File: src/rtl/pe2_lsb_pkg.sv
// ============================================================================
// Module      : pe2_lsb_pkg
// Description : Shared constants for the two-deep LSB-first priority encoder.
//               There are no typedefs. The package holds the default and
//               minimum request widths so that the top module and the
//               sub-module agree on them.
// Revision    : 1.0 - initial release
// ============================================================================
`default_nettype none

package pe2_lsb_pkg;

    // Default number of request bits.
    localparam int unsigned C_PE2_DEFAULT_WIDTH = 8;

    // A two-deep encoder needs at least two request bits to be meaningful.
    localparam int unsigned C_PE2_MIN_WIDTH     = 2;

endpackage : pe2_lsb_pkg

`default_nettype wire

File: src/rtl/pe2_lsb_pe.sv
// ============================================================================
// Module      : pe_lsb
// Description : Single-level, combinational LSB-first priority encoder.
//               Bit 0 has the highest priority.
//   Ports:
//     req_vec     [WIDTH-1:0]          request vector
//     ack_one_hot [WIDTH-1:0]          isolated lowest set bit (0 if none)
//     ack_index   [$clog2(WIDTH)-1:0]  binary index of that bit (0 if none)
//     found                            at least one request bit is set
// Revision    : 1.0 - initial release
// ============================================================================
`default_nettype none

module pe_lsb
    import pe2_lsb_pkg::*;
#(
    parameter int unsigned WIDTH = C_PE2_DEFAULT_WIDTH
) (
    input  logic [WIDTH-1:0]         req_vec,
    output logic [WIDTH-1:0]         ack_one_hot,
    output logic [$clog2(WIDTH)-1:0] ack_index,
    output logic                     found
);

    localparam int unsigned IDX_W = $clog2(WIDTH);

    logic [WIDTH-1:0] w_one_hot;
    logic [IDX_W-1:0] w_index;

    // Two's-complement trick: req & -req keeps only the lowest set bit.
    // The result is zero when req is zero.
    assign w_one_hot = req_vec & (~req_vec + {{(WIDTH-1){1'b0}}, 1'b1});

    // OR-reduce the indices of the (at most one) set bit. For a
    // non-power-of-two WIDTH, the unused index codes are simply never
    // produced. A zero vector encodes to index 0.
    always_comb begin
        w_index = '0;
        for (int i = 0; i < int'(WIDTH); i++) begin
            if (w_one_hot[i]) begin
                w_index = w_index | IDX_W'(i);
            end
        end
    end

    assign ack_one_hot = w_one_hot;
    assign ack_index   = w_index;
    assign found       = |req_vec;

endmodule : pe_lsb

`default_nettype wire

File: src/rtl/pe2_lsb.sv
// ============================================================================
// Module      : pe2_lsb
// Description : Registered two-deep LSB-first priority encoder. Reports the
//               second-lowest set bit of req_vec as a one-hot vector and a
//               binary index. Also reports whether at least one and at least
//               two request bits are set.
//   Parameters:
//     WIDTH (>= 2)  number of request bits
//   Ports:
//     CLK                               clock, rising edge
//     RST                               synchronous reset, active-high
//     req_vec      [WIDTH-1:0]          request vector, bit 0 highest priority
//     ack_one_hot  [WIDTH-1:0]          one-hot of second-lowest set bit
//     ack_index    [$clog2(WIDTH)-1:0]  index of that bit (0 if < 2 set)
//     found_first                       req_vec has >= 1 bit set
//     found_second                      req_vec has >= 2 bits set
//   Build option:
//     PE2_LSB_COMB_OUT_EN  when defined, the output registers are removed.
//                          Outputs then follow req_vec combinationally with
//                          zero latency, and CLK and RST are unused.
// Revision    : 1.0 - initial release
// ============================================================================
`default_nettype none

module pe2_lsb
    import pe2_lsb_pkg::*;
#(
    parameter int unsigned WIDTH = C_PE2_DEFAULT_WIDTH
) (
    input  logic                     CLK,
    input  logic                     RST,
    input  logic [WIDTH-1:0]         req_vec,
    output logic [WIDTH-1:0]         ack_one_hot,
    output logic [$clog2(WIDTH)-1:0] ack_index,
    output logic                     found_first,
    output logic                     found_second
);

    localparam int unsigned IDX_W = $clog2(WIDTH);

    logic [WIDTH-1:0] w_first_oh;
    logic [IDX_W-1:0] w_unused_first_idx;   // first grant is encoded elsewhere
    logic             w_found_first;
    logic [WIDTH-1:0] w_rem_vec;
    logic [WIDTH-1:0] w_second_oh;
    logic [IDX_W-1:0] w_second_idx;
    logic             w_found_second;

    // Stage 1: lowest set bit of the raw request vector.
    pe_lsb #(
        .WIDTH       (WIDTH)
    ) u_first (
        .req_vec     (req_vec),
        .ack_one_hot (w_first_oh),
        .ack_index   (w_unused_first_idx),
        .found       (w_found_first)
    );

    // Stage 2: mask off the first winner. The lowest remaining bit is the
    // second grant. "found" on the masked vector means two or more requests.
    assign w_rem_vec = req_vec & ~w_first_oh;

    pe_lsb #(
        .WIDTH       (WIDTH)
    ) u_second (
        .req_vec     (w_rem_vec),
        .ack_one_hot (w_second_oh),
        .ack_index   (w_second_idx),
        .found       (w_found_second)
    );

`ifdef PE2_LSB_COMB_OUT_EN

    // CLK and RST stay on the port list so that both builds are pin-compatible.
    logic w_unused_clk_rst;
    assign w_unused_clk_rst = CLK ^ RST;

    assign ack_one_hot  = w_second_oh;
    assign ack_index    = w_second_idx;
    assign found_first  = w_found_first;
    assign found_second = w_found_second;

`else

    logic [WIDTH-1:0] r_ack_one_hot;
    logic [IDX_W-1:0] r_ack_index;
    logic             r_found_first;
    logic             r_found_second;

    // Reset takes priority over req_vec. A result that is pending when RST
    // is asserted is discarded.
    always_ff @(posedge CLK) begin
        if (RST) begin
            r_ack_one_hot  <= '0;
            r_ack_index    <= '0;
            r_found_first  <= 1'b0;
            r_found_second <= 1'b0;
        end else begin
            r_ack_one_hot  <= w_second_oh;
            r_ack_index    <= w_second_idx;
            r_found_first  <= w_found_first;
            r_found_second <= w_found_second;
        end
    end

    assign ack_one_hot  = r_ack_one_hot;
    assign ack_index    = r_ack_index;
    assign found_first  = r_found_first;
    assign found_second = r_found_second;

`endif

endmodule : pe2_lsb

`default_nettype wire

File: config.mk
export PLATFORM = sky130hd
export DESIGN_NAME = pe2_lsb
export DESIGN_NICKNAME = d
export VERILOG_FILES = /design/src/rtl/pe2_lsb_pkg.sv /design/src/rtl/pe2_lsb_pe.sv /design/src/rtl/pe2_lsb.sv
export SDC_FILE = /design/constraint.sdc
export NUM_CORES = 1
export LEC_CHECK = 0
export ABC_AREA = 1
export ABC_CLOCK_PERIOD_IN_PS = 1100
export BUFFER_PORTS_ARGS = -buffer_cell sky130_fd_sc_hd__buf_2
export CAP_MARGIN = 0
export CORE_UTILIZATION = 35
export CTS_CLUSTER_SIZE = 12
export DETAILED_ROUTE_END_ITERATION = 10
export GPL_ROUTABILITY_DRIVEN = 0
export GPL_TIMING_DRIVEN = 0
export PLACE_DENSITY = 0.72
export SLEW_MARGIN = 40
export SYNTH_ARGS = -nofsm -noshare
export SYNTH_HDL_FRONTEND = slang
export SYNTH_SLANG_ARGS = --single-unit
File: constraint.sdc
create_clock -name CLK -period 1.1 [get_ports CLK]
set_input_delay 0.33 -clock CLK [delete_from_list [all_inputs] [get_ports CLK]]
set_output_delay 0.33 -clock CLK [all_outputs]
set_load 0.02 [all_outputs]
==> results by group, run 1 <==
Global routing
  – Vias in the first global route: 430
  – Pin count of the biggest net entering global routing: 11
  – GRT overflow: 0
  – Tot GR Track Use: 0.128
  – Initial antenna violation count: 0
  – First-pass GRT wire length: 1640 um

Floorplan
  – Cell row count: 13
  – Die extent in y: 41.6 um
  – Die ar.: 1730 sq um
  – I/O pins: 23
  – Initial Util: 0.397
  – Core ar.: 1380 sq um
  – DIE WIDTH: 41.6 um

Final layout
  – Most common cell after layout, fill and taps aside: buf_2
  – Highest-count cells in the layout ignoring fill and taps: buf_2 (19), dfxtp_1 (12), nand2_1 (11), nor2_1 (10), inv_1 (7)
  – Share of layout cells above drive strength 1: 0.419
  – # diodes: 0
  – Final nets: 105
  – Area grow syn2layout: 30.1%
  – Fill count: 128

Timing
  – Min Tclk post-route: 1.06 ns
  – Fin. max-slew vios: 0
  – Hold Vio Cnt, Final: 0
  – # setup viols final: 0
  – Achievable clock frequency: 944 MHz
  – Hold slack: 0.262 ns
  – Final worst path period share: 0.963
  – Setup TNS: 0 ns

Power and ir drop
  – Final Total Pwr: 0.898 mW
  – Worst VDD drop: 0.439 mV
  – Power Density: 1260 nW/um^2
  – Static leakage: 0.368 nW

Worst setup path
  – WP data required: 0.77 ns
  – Logic depth of the worst path, buffers included: 1
  – Setup CP Type: register to primary output
  – CP Max Fanout: 1
  – Buf/Inv on CP: 1
  – Crit path arrival time: 0.73 ns
  – Crit-path max cell delay: 0.31 ns
  – Crit-path leading delay family: flip-flops
  – Worst setup EP type: primary output
  – CP Cell Sequence: buf_2
  – Crit path launch type: register
  – CP max-delay cell: dfxtp_1

Job
  – Max-cap violation count: 0

Clock tree
  – Clock root buffer: clkbuf_4
  – CTS tree: done
  – H-tree levels: 1
  – Longest Clk Path Bufs: 2
  – CTS Hold Bufs: 0
  – Clock slew at reported path FFs: 0.07 ns
  – Total CTS buffers: 3
  – Clk sinks: 12

Route
  – Average wire per standard cell: 9.08 um
  – Drt first pass iters: 4
  – Final wirelength: 981 um
  – Vias per cell: 4.68
  – ANT nets after route: 0
  – DR iter-0 viols: 16
  – DRC errors left: 0
  – Vias: 505

Synth
  – Mapped cell area: 549 sq um
  – Netlist cell types: 19
  – Seq/Total Area, Yosys: 0.437
  – Syn avg cell area: 8.08 sq um
  – FF+latch count, synth: 12
  – Post-Syn Nets: 78
  – Yosys warns: 0
  – Mapped Cells: 68

Placement
  – Post-DP HPWL: 815 um
  – Port buffer count: 21

Min path
  – WHS Path Cells: 2
  – Hold crit path type: input pin to register

Run status
  – Status: finished clean
## cell usage after synthesis (all sizes together)
cell type | count | share of area
a21oi | 3 | 0.027
buf | 1 | 0.014
clkbuf | 1 | 0.0068
conb | 1 | 0.0068
dfxtp | 12 | 0.44
inv | 7 | 0.048
nand2 | 16 | 0.15
nand3 | 4 | 0.055
nor2 | 13 | 0.12
nor3 | 4 | 0.057
nor4 | 1 | 0.011
o21a | 1 | 0.014
o21ai | 4 | 0.057
## per-layer routing
metal  global-route usage  vias up  routed length [um]
met2                0.219       20                 517
met3               0.0261        2                  53
met5                    0        -                   0
met4                0.116        0                  20
li1                     -      262                   -
met1                0.127      221                 391
## what timing repair did
item                                   in CTS  in global routing
gates resized for setup                     0                  4
endpoints found under the hold margin       0                  0
setup buffers                               0                  1
setup endpoints to repair                   0                  6
## worst paths after layout
path               startpoint             end  slack [ns]
hold / removal            RST  ack_one_hot[4]        0.26
setup / recovery  found_first     found_first        0.04
## cell type report
cell class	count	area, sq um	area share
clock buffer	3	22.5	0.0315
multi-input combinational	47	278	0.389
inverter	7	26.3	0.0368
sequential	12	240	0.336
buffer	2	11.3	0.0158
tap	15	18.8	0.0263
timing repair buffer	22	118	0.165
## state kept, by name, indices dropped and copies added, names as in the netlist
| register | count |
|---|---|
| ack_index | 3 |
| ack_one_hot | 7 |
| found_first | 1 |
| found_second | 1 |
## per-stage QoR
| step | std cells | instance area [sq um] | utilization | worst slack, ns |
|---|---|---|---|---|
| 2_1_floorplan | 68 | 549 | - | -0.0137 |
| 3_3_place_gp | 104 | 673 | 0.487 | -0.247 |
| 3_5_place_dp | 104 | 673 | 0.487 | -0.245 |
| 4_1_cts | 107 | 696 | 0.503 | 0.0209 |
| 5_1_grt | 108 | 714 | 0.517 | -0.00356 |
| 6_report | 108 | 714 | 0.517 | 0.0409 |
## where the power goes
group / switching [mW] / internal [mW]
clock: 0.129 / 0.126
sequential: 0.00399 / 0.454
combinational: 0.118 / 0.0666
## logic make-up after synthesis
logic type / count (synthesis) / share of synthesized area
buffers and inverters: 9 / 0.0683
other: 1 / 0.00683
DFF: 12 / 0.437
and+or+nand+nor: 38 / 0.390
AOI/OAI and AO/OA: 8 / 0.0979
Power figures use the tool's default switching activity.
==> run 2, diff against run 1 <==
SETUP_SLACK_MARGIN = 0.2   (was not set)
==> results by group, run 2 (synthesis results as in run 1) <==
Run status
  – Status: finished clean

Final layout
  – Highest-count cells in the layout ignoring fill and taps: buf_6 (13), dfxtp_2 (12), nor2_1 (10), nand2_1 (8)
  – # diodes: 0 (unchanged)
  – Most common cell after layout, fill and taps aside: buf_6
  – Area grow syn2layout: 58.1%
  – Final nets: 108 (+2.9%)
  – Max reg flops: 7 (unchanged)
  – Final Cell Area: 868 sq um (+22%)
  – Post-layout util: 0.628 (+0.111)
  – Share of layout cells above drive strength 1: 0.619 (+0.199)

Worst setup path
  – WP data required: 1.24 ns (+0.47 ns)
  – CP Max Fanout: 6 (+5)
  – Setup CP Type: input pin to register
  – Crit-path max cell delay: 0.21 ns (-0.10 ns)
  – Crit path launch type: input pin
  – Buf/Inv on CP: 1 (unchanged)
  – CP max-delay cell: o21ai_1
  – Crit path arrival time: 1.22 ns (+0.49 ns)
  – Worst setup EP type: register
  – Crit-path leading delay family: simple AND/OR/NAND/NOR gates
  – CP Cell Sequence: buf_8 -> nor2_4 -> nand2_2 -> o21ai_1 -> nand2_1 -> nand3_2 -> a21oi_2

Timing
  – Setup TNS: 0 ns (unchanged)
  – Fin. max-slew vios: 0 (unchanged)
  – Hold Vio Cnt, Final: 0 (unchanged)
  – Achievable clock frequency: 925 MHz (-2.0%)
  – Final worst path period share: 0.982 (+0.0196)
  – Min Tclk post-route: 1.08 ns (+0.0215 ns)
  – # setup viols final: 0 (unchanged)
  – Unrepaired setup endpoints after global routing: true

Route
  – Vias per cell: 4.60 (-1.7%)
  – Vias: 515 (+2.0%)
  – Drt first pass iters: 4 (unchanged)
  – ANT nets after route: 0 (unchanged)
  – DR iter-0 viols: 11 (-5)
  – Average wire per standard cell: 9.79 um (+7.7%)
  – DRC errors left: 0 (unchanged)
  – Final wirelength: 1100 um (+12%)

Power and ir drop
  – Worst VDD drop: 0.456 mV (+3.9%)
  – Clock share of power: 0.329 (+0.044)
  – Internal: 0.761 mW (+18%)
  – Net Sw Frac: 0.266 (-0.0137)
  – Power Density: 1190 nW/um^2 (-5.1%)
  – Reg power frac: 0.450 (-0.060)
  – Static leakage: 0.411 nW (+12%)
  – Logic pwr share: 0.221 (+0.016)
  – Psw: 0.275 mW (+9.7%)

Floorplan
  – I/O pins: 23 (unchanged)
  – Die extent in y: 41.6 um (unchanged)
  – Initial Util: 0.397 (unchanged)
  – Core ar.: 1380 sq um (unchanged)
  – Cell row count: 13 (unchanged)
  – Die ar.: 1730 sq um (unchanged)
  – DIE WIDTH: 41.6 um (unchanged)

Clock tree
  – Clock root buffer: clkbuf_4
  – Longest Clk Path Bufs: 2 (unchanged)
  – H-tree levels: 1 (unchanged)
  – Total CTS buffers: 3 (unchanged)
  – Clk sinks: 12 (unchanged)
  – CTS tree: done
  – Clock slew at reported path FFs: 0.07 ns (about the same)
  – CTS Hold Bufs: 0 (unchanged)

Global routing
  – Met1 usage: 0.154 (+0.0274)
  – Initial antenna violation count: 0 (unchanged)
  – Met3 global-route usage: 0.0391 (+0.0130)
  – Met2 usage: 0.250 (+0.0313)
  – GRT overflow: 0 (unchanged)
  – GR peak layer: met2
  – Pin count of the biggest net entering global routing: 11 (unchanged)
  – Vias in the first global route: 454 (+5.6%)
  – Tot GR Track Use: 0.143 (+0.0155)
  – First-pass GRT wire length: 1880 um (+14%)

Job
  – Max-cap violation count: 0 (unchanged)

Min path
  – Hold crit path type: input pin to register
  – Hold EP: ack_one_hot[4]
  – WHS Path Cells: 2 (unchanged)
  – Worst hold start: RST

Placement
  – Post-DP HPWL: 761 um (-6.7%)
  – Port buffer count: 21 (unchanged)
  – Dpl cell area: 673 sq um (unchanged)
==> run 2: power groups by stage <==
stage                     combinational [mW]  clock [mW]  sequential [mW]
after floorplan                       0.0945           0            0.495
after global placement                 0.174           0            0.467
after detailed placement               0.178           0            0.467
after CTS                              0.220       0.345            0.466
after global routing                   0.245       0.384            0.468
final                                  0.229       0.341            0.466
==> run 2: how the worst max path moves through the flow <==
| stage | startpoint | to | slack, ns | cells past startpoint |
|---|---|---|---|---|
| 2_1_floorplan | req_vec[0] | found_second | -0.02 | 6 |
| 3_3_place_gp | req_vec[0] | ack_index[2] | -0.24 | 7 |
| 3_5_place_dp | req_vec[0] | found_second | -0.26 | 7 |
| 4_1_cts | req_vec[1] | ack_index[2] | 0.05 | 8 |
| 5_1_grt | req_vec[0] | ack_index[1] | -0.03 | 8 |
| 6_report | req_vec[0] | ack_index[1] | 0.02 | 7 |
==> run 2: final cells by class <==
| class | count | area [sq um] |
|---|---|---|
| fill | 123 | 514 |
| multi-input combinational | 47 | 294 |
| sequential | 12 | 255 |
| timing repair buffer | 25 | 226 |
| clock buffer | 4 | 36.3 |
| inverter | 7 | 26.3 |
| tap | 15 | 18.8 |
| buffer | 2 | 11.3 |
==> run 2: through the flow <==
step                      worst slack, ns  total power [mW]  cells  hold WS [ns]
after detailed placement           -0.260             0.645    104         0.530
after global routing              -0.0318              1.10    112         0.226
after global placement             -0.238             0.642    104         0.542
after CTS                          0.0455              1.03    112         0.238
after floorplan                   -0.0198             0.590     68         0.408
final                              0.0194              1.04    112         0.242
==> run 2: metal layers <==
layer | share of wire | vias to the layer above
li1 | - | 269
met1 | 0.43 | 218
met2 | 0.49 | 23
met3 | 0.047 | 5
met4 | 0.025 | 0
met5 | 0 | -
==> run 2: what timing repair did <==
item | CTS | global route
pin swaps | 3 | 10
endpoints found under the setup margin | 19 | 21
resized for setup | 41 | 6
buffers inserted | 4 | 0
